==> src/rtl/spi_cmd_decoder.sv <==
// Frame-level SPI command decoder. It turns chip-select framed 16-bit words into register
// write bursts, enable set/clear pulses, or FIFO pops whose data is returned for MISO.
module spi_cmd_decoder #(
    parameter int          ADDR_W    = 8,
    parameter int          REG_COUNT = 16,
    parameter logic [15:0] C_MEM_WR  = 16'h0001,
    parameter logic [15:0] C_MEM_RD  = 16'h0002,
    parameter logic [15:0] C_EN_SET  = 16'h0003,
    parameter logic [15:0] C_EN_CLR  = 16'h0004
) (
    input  logic              clk,
    input  logic              reset,
    input  logic              csn_sync,
    input  logic [15:0]       word_in,
    input  logic              word_valid,
    input  logic [15:0]       fifo_data,
    input  logic              fifo_empty,
    output logic [ADDR_W-1:0] reg_addr,
    output logic [15:0]       reg_wdata,
    output logic              reg_we,
    output logic              en_set,
    output logic              en_clr,
    output logic              fifo_rd,
    output logic [15:0]       tx_word,
    output logic              tx_load,
    output logic              cmd_err,
    output logic              busy
);

    typedef enum logic [2:0] {
        S_IDLE,
        S_CMD,
        S_ADDR,
        S_WDATA,
        S_RDATA,
        S_DISCARD
    } state_t;

    localparam logic [ADDR_W:0] REG_LIMIT = (ADDR_W + 1)'(REG_COUNT);

    state_t            state_q, state_d;
    logic [ADDR_W-1:0] cnt_q, cnt_d;
    logic [ADDR_W-1:0] reg_addr_q, reg_addr_d;
    logic [15:0]       reg_wdata_q, reg_wdata_d;
    logic              reg_we_q, reg_we_d;
    logic              en_set_q, en_set_d;
    logic              en_clr_q, en_clr_d;
    logic              fifo_rd_q, fifo_rd_d;
    logic              rd_miss_q, rd_miss_d;
    logic              tx_load_q, tx_load_d;
    logic              tx_miss_q, tx_miss_d;
    logic [15:0]       tx_word_q, tx_word_d;
    logic              cmd_err_q, cmd_err_d;
    logic              busy_q, busy_d;
    logic              rearm_q, rearm_d;
    logic              accept;

    // Popped data is only valid in the cycle after fifo_rd, so the load cycle passes it
    // straight through and the holding register keeps it stable afterwards.
    assign tx_word   = tx_load_q ? (tx_miss_q ? 16'h0000 : fifo_data) : tx_word_q;
    assign reg_addr  = reg_addr_q;
    assign reg_wdata = reg_wdata_q;
    assign reg_we    = reg_we_q;
    assign en_set    = en_set_q;
    assign en_clr    = en_clr_q;
    assign fifo_rd   = fifo_rd_q;
    assign tx_load   = tx_load_q;
    assign cmd_err   = cmd_err_q;
    assign busy      = busy_q;

    always_comb begin
        accept      = word_valid && !csn_sync;
        state_d     = state_q;
        cnt_d       = cnt_q;
        reg_addr_d  = reg_addr_q;
        reg_wdata_d = reg_wdata_q;
        reg_we_d    = 1'b0;
        en_set_d    = 1'b0;
        en_clr_d    = 1'b0;
        fifo_rd_d   = 1'b0;
        rd_miss_d   = 1'b0;
        rearm_d     = rearm_q;
        // Read pipeline second stage runs regardless of chip select so a pending pop completes.
        tx_load_d   = fifo_rd_q || rd_miss_q;
        tx_miss_d   = rd_miss_q;
        cmd_err_d   = rd_miss_q;
        tx_word_d   = tx_word;

        if (csn_sync) begin
            state_d = S_IDLE;
            rearm_d = 1'b0;
        end else begin
            case (state_q)
                S_IDLE: begin
                    if (!rearm_q) state_d = S_CMD;
                end
                S_CMD: begin
                    if (accept) begin
                        if (word_in == C_MEM_WR) begin
                            state_d = S_ADDR;
                        end else if (word_in == C_MEM_RD) begin
                            state_d = S_RDATA;
                        end else if (word_in == C_EN_SET) begin
                            en_set_d = 1'b1;
                            state_d  = S_DISCARD;
                        end else if (word_in == C_EN_CLR) begin
                            en_clr_d = 1'b1;
                            state_d  = S_DISCARD;
                        end else begin
                            cmd_err_d = 1'b1;
                            state_d   = S_DISCARD;
                        end
                    end
                end
                S_ADDR: begin
                    if (accept) begin
                        cnt_d   = word_in[ADDR_W-1:0];
                        state_d = S_WDATA;
                    end
                end
                S_WDATA: begin
                    if (accept) begin
                        if ({1'b0, cnt_q} < REG_LIMIT) begin
                            reg_we_d    = 1'b1;
                            reg_addr_d  = cnt_q;
                            reg_wdata_d = word_in;
                        end else begin
                            cmd_err_d = 1'b1;
                        end
                        cnt_d = cnt_q + ADDR_W'(1);
                    end
                end
                S_RDATA: begin
                    if (accept) begin
                        fifo_rd_d = !fifo_empty;
                        rd_miss_d = fifo_empty;
                    end
                end
                default: ;
            endcase
        end

        busy_d = (state_d != S_IDLE);
    end

    // After reset the chip select must go high once before a new frame is decoded.
    always_ff @(posedge clk) begin
        if (reset) begin
            state_q     <= S_IDLE;
            cnt_q       <= '0;
            reg_addr_q  <= '0;
            reg_wdata_q <= '0;
            reg_we_q    <= 1'b0;
            en_set_q    <= 1'b0;
            en_clr_q    <= 1'b0;
            fifo_rd_q   <= 1'b0;
            rd_miss_q   <= 1'b0;
            tx_load_q   <= 1'b0;
            tx_miss_q   <= 1'b0;
            tx_word_q   <= '0;
            cmd_err_q   <= 1'b0;
            busy_q      <= 1'b0;
            rearm_q     <= 1'b1;
        end else begin
            state_q     <= state_d;
            cnt_q       <= cnt_d;
            reg_addr_q  <= reg_addr_d;
            reg_wdata_q <= reg_wdata_d;
            reg_we_q    <= reg_we_d;
            en_set_q    <= en_set_d;
            en_clr_q    <= en_clr_d;
            fifo_rd_q   <= fifo_rd_d;
            rd_miss_q   <= rd_miss_d;
            tx_load_q   <= tx_load_d;
            tx_miss_q   <= tx_miss_d;
            tx_word_q   <= tx_word_d;
            cmd_err_q   <= cmd_err_d;
            busy_q      <= busy_d;
            rearm_q     <= rearm_d;
        end
    end

endmodule

==> config.mk <==
export PLATFORM = sky130hd
export DESIGN_NAME = spi_cmd_decoder
export DESIGN_NICKNAME = d
export VERILOG_FILES = /design/src/rtl/spi_cmd_decoder.sv
export SDC_FILE = /design/constraint.sdc
export NUM_CORES = 1
export LEC_CHECK = 0
export BUFFER_PORTS_ARGS = -buffer_cell sky130_fd_sc_hd__buf_2
export CAP_MARGIN = 25
export CORE_MARGIN = 1
export CORE_UTILIZATION = 53
export DETAILED_ROUTE_END_ITERATION = 8
export HOLD_SLACK_MARGIN = 0.1
export PLACE_DENSITY = 0.86
export REMOVE_ABC_BUFFERS = 1
export SLEW_MARGIN = 30
export SYNTH_ARGS = -nofsm -noshare
export SYNTH_HDL_FRONTEND = slang
export SYNTH_SLANG_ARGS = --single-unit
==> constraint.sdc <==
create_clock -name clk -period 4.65 [get_ports clk]
set_clock_uncertainty 0.15 [all_clocks]
set_input_delay 0.93 -clock clk [delete_from_list [all_inputs] [get_ports clk]]
set_output_delay 0.93 -clock clk [all_outputs]
set_load 0.02 [all_outputs]
==> impl_metrics.sql <==
INSERT INTO impl_metrics (metric_group, metric, value, unit) VALUES
('sta', 'hold_viol', '0', ''),
('clock_network', 'ctsRootBufferMaster', 'sky130_fd_sc_hd__clkbuf_8', ''),
('sta', 'fmaxAchievable', '314', 'MHz'),
('floorplanning', 'die_height', '70.6', 'um'),
('clock_network', 'htree_levels', '3', ''),
('sta', 'hold-worst-slack', '0.301', 'ns'),
('clock_network', 'cts-buffers-inserted', '9', ''),
('layout', 'multi_input_gate_area', '0.00111', 'mm^2'),
('synth', 'syn-instance-count', '312', ''),
('layout', 'post_route_cells_drive_above_1_share', '26.3', '%'),
('power', 'total_leakage_power', '1.32', 'nW'),
('sta', 'final_total_negative_setup_slack', '0', 'ns'),
('floorplanning', 'floorplan.rows', '24', ''),
('placement', 'pre_cts_slack', '1.81', 'ns'),
('grt', 'overflow', '0', ''),
('sta', 'maxSlewHeadroom', '39.5', '%'),
('sta', 'min_period_over_period', '68.4', '%'),
('placement', 'placed_wire_length_estimate', '3.66', 'mm'),
('grt', 'global_route_wire_length_before_repair', '8.63', 'mm'),
('min_path', 'timing.hold.worst.class', 'reg -> reg', ''),
('power', 'max-vdd-ir-drop', '0.213', 'mV'),
('route', 'route.detailed.drc', '18', ''),
('floorplanning', 'core_area', '0.00444', 'mm^2'),
('clock_network', 'post_cts_resize_count', '0', ''),
('clock_network', 'cts_post_setup_buffers_inserted', '0', ''),
('route', 'totalWireLength', '5.24', 'mm'),
('synth', 'synth_cell_type_count', '45', ''),
('placement', 'routabilityCongestion', '0.862', ''),
('route', 'vias_per_cell', '5.22', ''),
('sta', 'period_minus_ws_final', '3.18', 'ns'),
('synth', 'synth_adder_area_share', '0.502', '%'),
('layout', 'layout-area-overhead-vs-synth', '23.6', '%'),
('setup_path', 'timing.critical_path.arrival', '2.10', 'ns'),
('sta', 'final_critical_path_setup_slack', '1.47', 'ns'),
('run', 'cap_violations', '0', ''),
('route', 'drtAntennaViolNets', '0', ''),
('setup_path', 'path_class', 'reg -> out', ''),
('clock_network', 'cts_tree', 'done', ''),
('synth', 'synth_area_per_cell', '8.00', 'um^2'),
('route', 'dr.pass1.iters', '6', ''),
('layout', 'fillers', '385', ''),
('placement', 'port-buffer-count', '83', ''),
('layout', 'total_area_of_sequential_cells', '0.00122', 'mm^2'),
('synth', 'synth_simple_gate_area_share', '28.2', '%'),
('floorplanning', 'io_pins', '84', ''),
('clock_network', 'clk_buf_depth', '2', ''),
('layout', 'final_nets', '429', ''),
('synth', 'synth_compound_area_share', '14.9', '%'),
('grt', 'grt.total_usage', '21.6', '%'),
('setup_path', 'critical_path.max_fanout', '19', ''),
('route', 'num_vias', '2337', ''),
('floorplanning', 'design.die.area', '0.00499', 'mm^2'),
('layout', 'final_cell_mix', '83 x sky130_fd_sc_hd__buf_2, 64 x sky130_fd_sc_hd__nand2_1, 61 x sky130_fd_sc_hd__dfxtp_1', ''),
('grt', 'grt_pass1_vias', '2054', ''),
('synth', 'synth-seq-area-share', '48.9', '%'),
('power', 'power.density_cell_area', '317', 'mW/mm^2'),
('setup_path', 'critical_path.startpoint_type', 'flop', ''),
('grt', 'grt_antenna_before_repair', '0', ''),
('layout', 'antennaDiodeCount', '0', ''),
('synth', 'combinational_family_with_the_most_area_after_synthesis', 'simple AND/OR/NAND/NOR gates', ''),
('route', 'wire_per_inst', '11.7', 'um'),
('synth', 'synth_mux_area_share', '0', '%'),
('clock_network', 'clock_sink_count', '61', ''),
('floorplanning', 'initial_core_util', '56.1', '%'),
('setup_path', 'required_arrival_time_at_the_worst_endpoint', '3.57', 'ns'),
('route', 'initial_detailed_routing_violation_count', '107', ''),
('sta', 'setup_viol', '0', ''),
('clock_network', 'insertion_delay', '0.33', 'ns'),
('synth', 'syn_area', '0.00249', 'mm^2'),
('setup_path', 'critical_path_endpoint_category', 'primary output', ''),
('outcome', 'result_of_the_run', 'finished with violations', ''),
('clock_network', 'postCtsHoldBufs', '0', ''),
('sta', 'timing_max_transition_violations_final', '0', ''),
('sta', 'max_slew.worst_pin.slew', '0.907', 'ns'),
('outcome', 'violated_checks', 'DRC', ''),
('clock_network', 'clk_transition_reported_paths', '0.06', 'ns'),
('synth', 'yosys.area_share.xor_xnor', '0.702', '%'),
('synth', 'ys_warnings', '0', ''),
('grt', 'largest_net_degree_at_the_start_of_global_routing', '52', ''),
('layout', 'mostFrequentLayoutCell', 'sky130_fd_sc_hd__buf_2', ''),
('sta', 'grt_setup_unrepaired', 'false', ''),
('synth', 'synth_seq_cells', '61', ''),
('floorplanning', 'die_x', '70.6', 'um');
[flip-flops by register name (all words and copies together) (netlist names)]
| register | flops |
|---|---|
| reg_wdata | 16 |
| tx_word_q | 16 |
| cnt_q | 8 |
| reg_addr | 8 |
| state_q | 3 |
| busy | 1 |
| cmd_err | 1 |
| en_clr | 1 |
| en_set | 1 |
| fifo_rd | 1 |
| rd_miss_q | 1 |
| rearm_q | 1 |
| reg_we | 1 |
| tx_load | 1 |
| tx_miss_q | 1 |
[worst max-delay path, cell delays in order, from the launching register on]
cell,delay [ns]
sky130_fd_sc_hd__dfxtp_1,0.59
sky130_fd_sc_hd__nor2b_1,0.73
sky130_fd_sc_hd__nand2_1,0.10
sky130_fd_sc_hd__o21ai_0,0.14
sky130_fd_sc_hd__buf_2,0.21
[final timing paths]
kind | cells after the start | end | slack, ns | startpoint
setup / recovery | 4 | tx_word[6] | 1.47 | tx_load
hold / removal | 2 | reg_wdata[10] | 0.30 | reg_wdata[10]
setup reg to reg | 4 | reg_wdata[2] | 2.49 | state_q[1]
hold reg to reg | 2 | reg_wdata[10] | 0.30 | reg_wdata[10]
[through the flow]
step                instance area, um^2  instances  utilization, %  power, mW
global route                       3080        448            69.4       1.01
global placement                   2910        432            65.4      0.580
floorplan                          2410        295               -      0.551
CTS                                3080        448            69.4      0.987
detailed placement                 2910        432            65.4      0.580
finish                             3080        448            69.4      0.978
[synth_stat cells]
cell type / number / area share, %
sky130_fd_sc_hd__nand4_1: 3 / 0.75
sky130_fd_sc_hd__nor2b_1: 18 / 4.5
sky130_fd_sc_hd__inv_1: 22 / 3.3
sky130_fd_sc_hd__buf_6: 2 / 0.90
sky130_fd_sc_hd__a21oi_1: 29 / 5.8
sky130_fd_sc_hd__a2111oi_0: 1 / 0.35
sky130_fd_sc_hd__buf_1: 1 / 0.15
sky130_fd_sc_hd__o211ai_1: 1 / 0.30
sky130_fd_sc_hd__buf_2: 4 / 0.80
sky130_fd_sc_hd__and3_1: 2 / 0.50
sky130_fd_sc_hd__or3_4: 1 / 0.45
sky130_fd_sc_hd__and3b_1: 1 / 0.35
sky130_fd_sc_hd__nand3_1: 3 / 0.60
sky130_fd_sc_hd__a211oi_1: 1 / 0.30
sky130_fd_sc_hd__nor3_2: 1 / 0.40
sky130_fd_sc_hd__or4_4: 1 / 0.45
sky130_fd_sc_hd__xor2_1: 1 / 0.35
sky130_fd_sc_hd__a22o_1: 1 / 0.35
sky130_fd_sc_hd__nor2_1: 19 / 2.9
sky130_fd_sc_hd__or3_1: 2 / 0.50
sky130_fd_sc_hd__a221oi_1: 1 / 0.35
sky130_fd_sc_hd__nand3b_1: 3 / 0.90
sky130_fd_sc_hd__a31oi_1: 2 / 0.50
sky130_fd_sc_hd__nor3b_1: 1 / 0.30
sky130_fd_sc_hd__o21ai_0: 22 / 4.4
sky130_fd_sc_hd__o32ai_1: 1 / 0.35
sky130_fd_sc_hd__a311oi_1: 1 / 0.35
sky130_fd_sc_hd__ha_1: 1 / 0.50
sky130_fd_sc_hd__o22ai_1: 1 / 0.25
sky130_fd_sc_hd__a21boi_0: 1 / 0.30
sky130_fd_sc_hd__nand2_1: 64 / 9.6
sky130_fd_sc_hd__a21o_1: 1 / 0.30
sky130_fd_sc_hd__and2_1: 4 / 1.0
sky130_fd_sc_hd__o31ai_1: 1 / 0.30
sky130_fd_sc_hd__nor3_1: 9 / 1.8
sky130_fd_sc_hd__or2_2: 1 / 0.25
sky130_fd_sc_hd__nand2b_1: 2 / 0.50
sky130_fd_sc_hd__nor4_1: 5 / 1.3
sky130_fd_sc_hd__clkbuf_1: 10 / 1.5
sky130_fd_sc_hd__nor4bb_1: 1 / 0.40
sky130_fd_sc_hd__o221ai_1: 2 / 0.70
sky130_fd_sc_hd__and4_1: 1 / 0.35
sky130_fd_sc_hd__xnor2_1: 1 / 0.35
sky130_fd_sc_hd__dfxtp_1: 61 / 49
sky130_fd_sc_hd__nand4bb_1: 1 / 0.45
[power by group]
| group | internal [mW] | switching, mW | leakage, nW |
|---|---|---|---|
| logic | 0.0179 | 0.0241 | 0.736 |
| clock network | 0.220 | 0.189 | 0.0921 |
| registers | 0.525 | 0.00252 | 0.492 |
| total | 0.762 | 0.216 | 1.32 |
[kinds of logic after synthesis]
logic type,after synthesis
simple gates,143
compound gates,66
flops,61
buf+inv,39
xor+xnor,2
fa+ha+maj,1
[per-layer routing]
layer	GRT usage (%)	up-vias	share of wire [%]
li1	-	1200	-
met1	27.8	1033	47
met2	35.2	100	45
met3	5.84	4	7.2
met4	7.56	0	0.92
met5	0	-	0
[cell type report]
type / count / share of cell area, %
Clock inverter: 4 / 0.730
Sequential cell: 61 / 39.6
Tap cell: 52 / 2.11
Timing Repair Buffer: 85 / 14.0
Clock buffer: 12 / 5.03
Multi-Input combinational cell: 212 / 35.9
Inverter: 22 / 2.68
No activity file was read; power rests on OpenSTA's default activity.
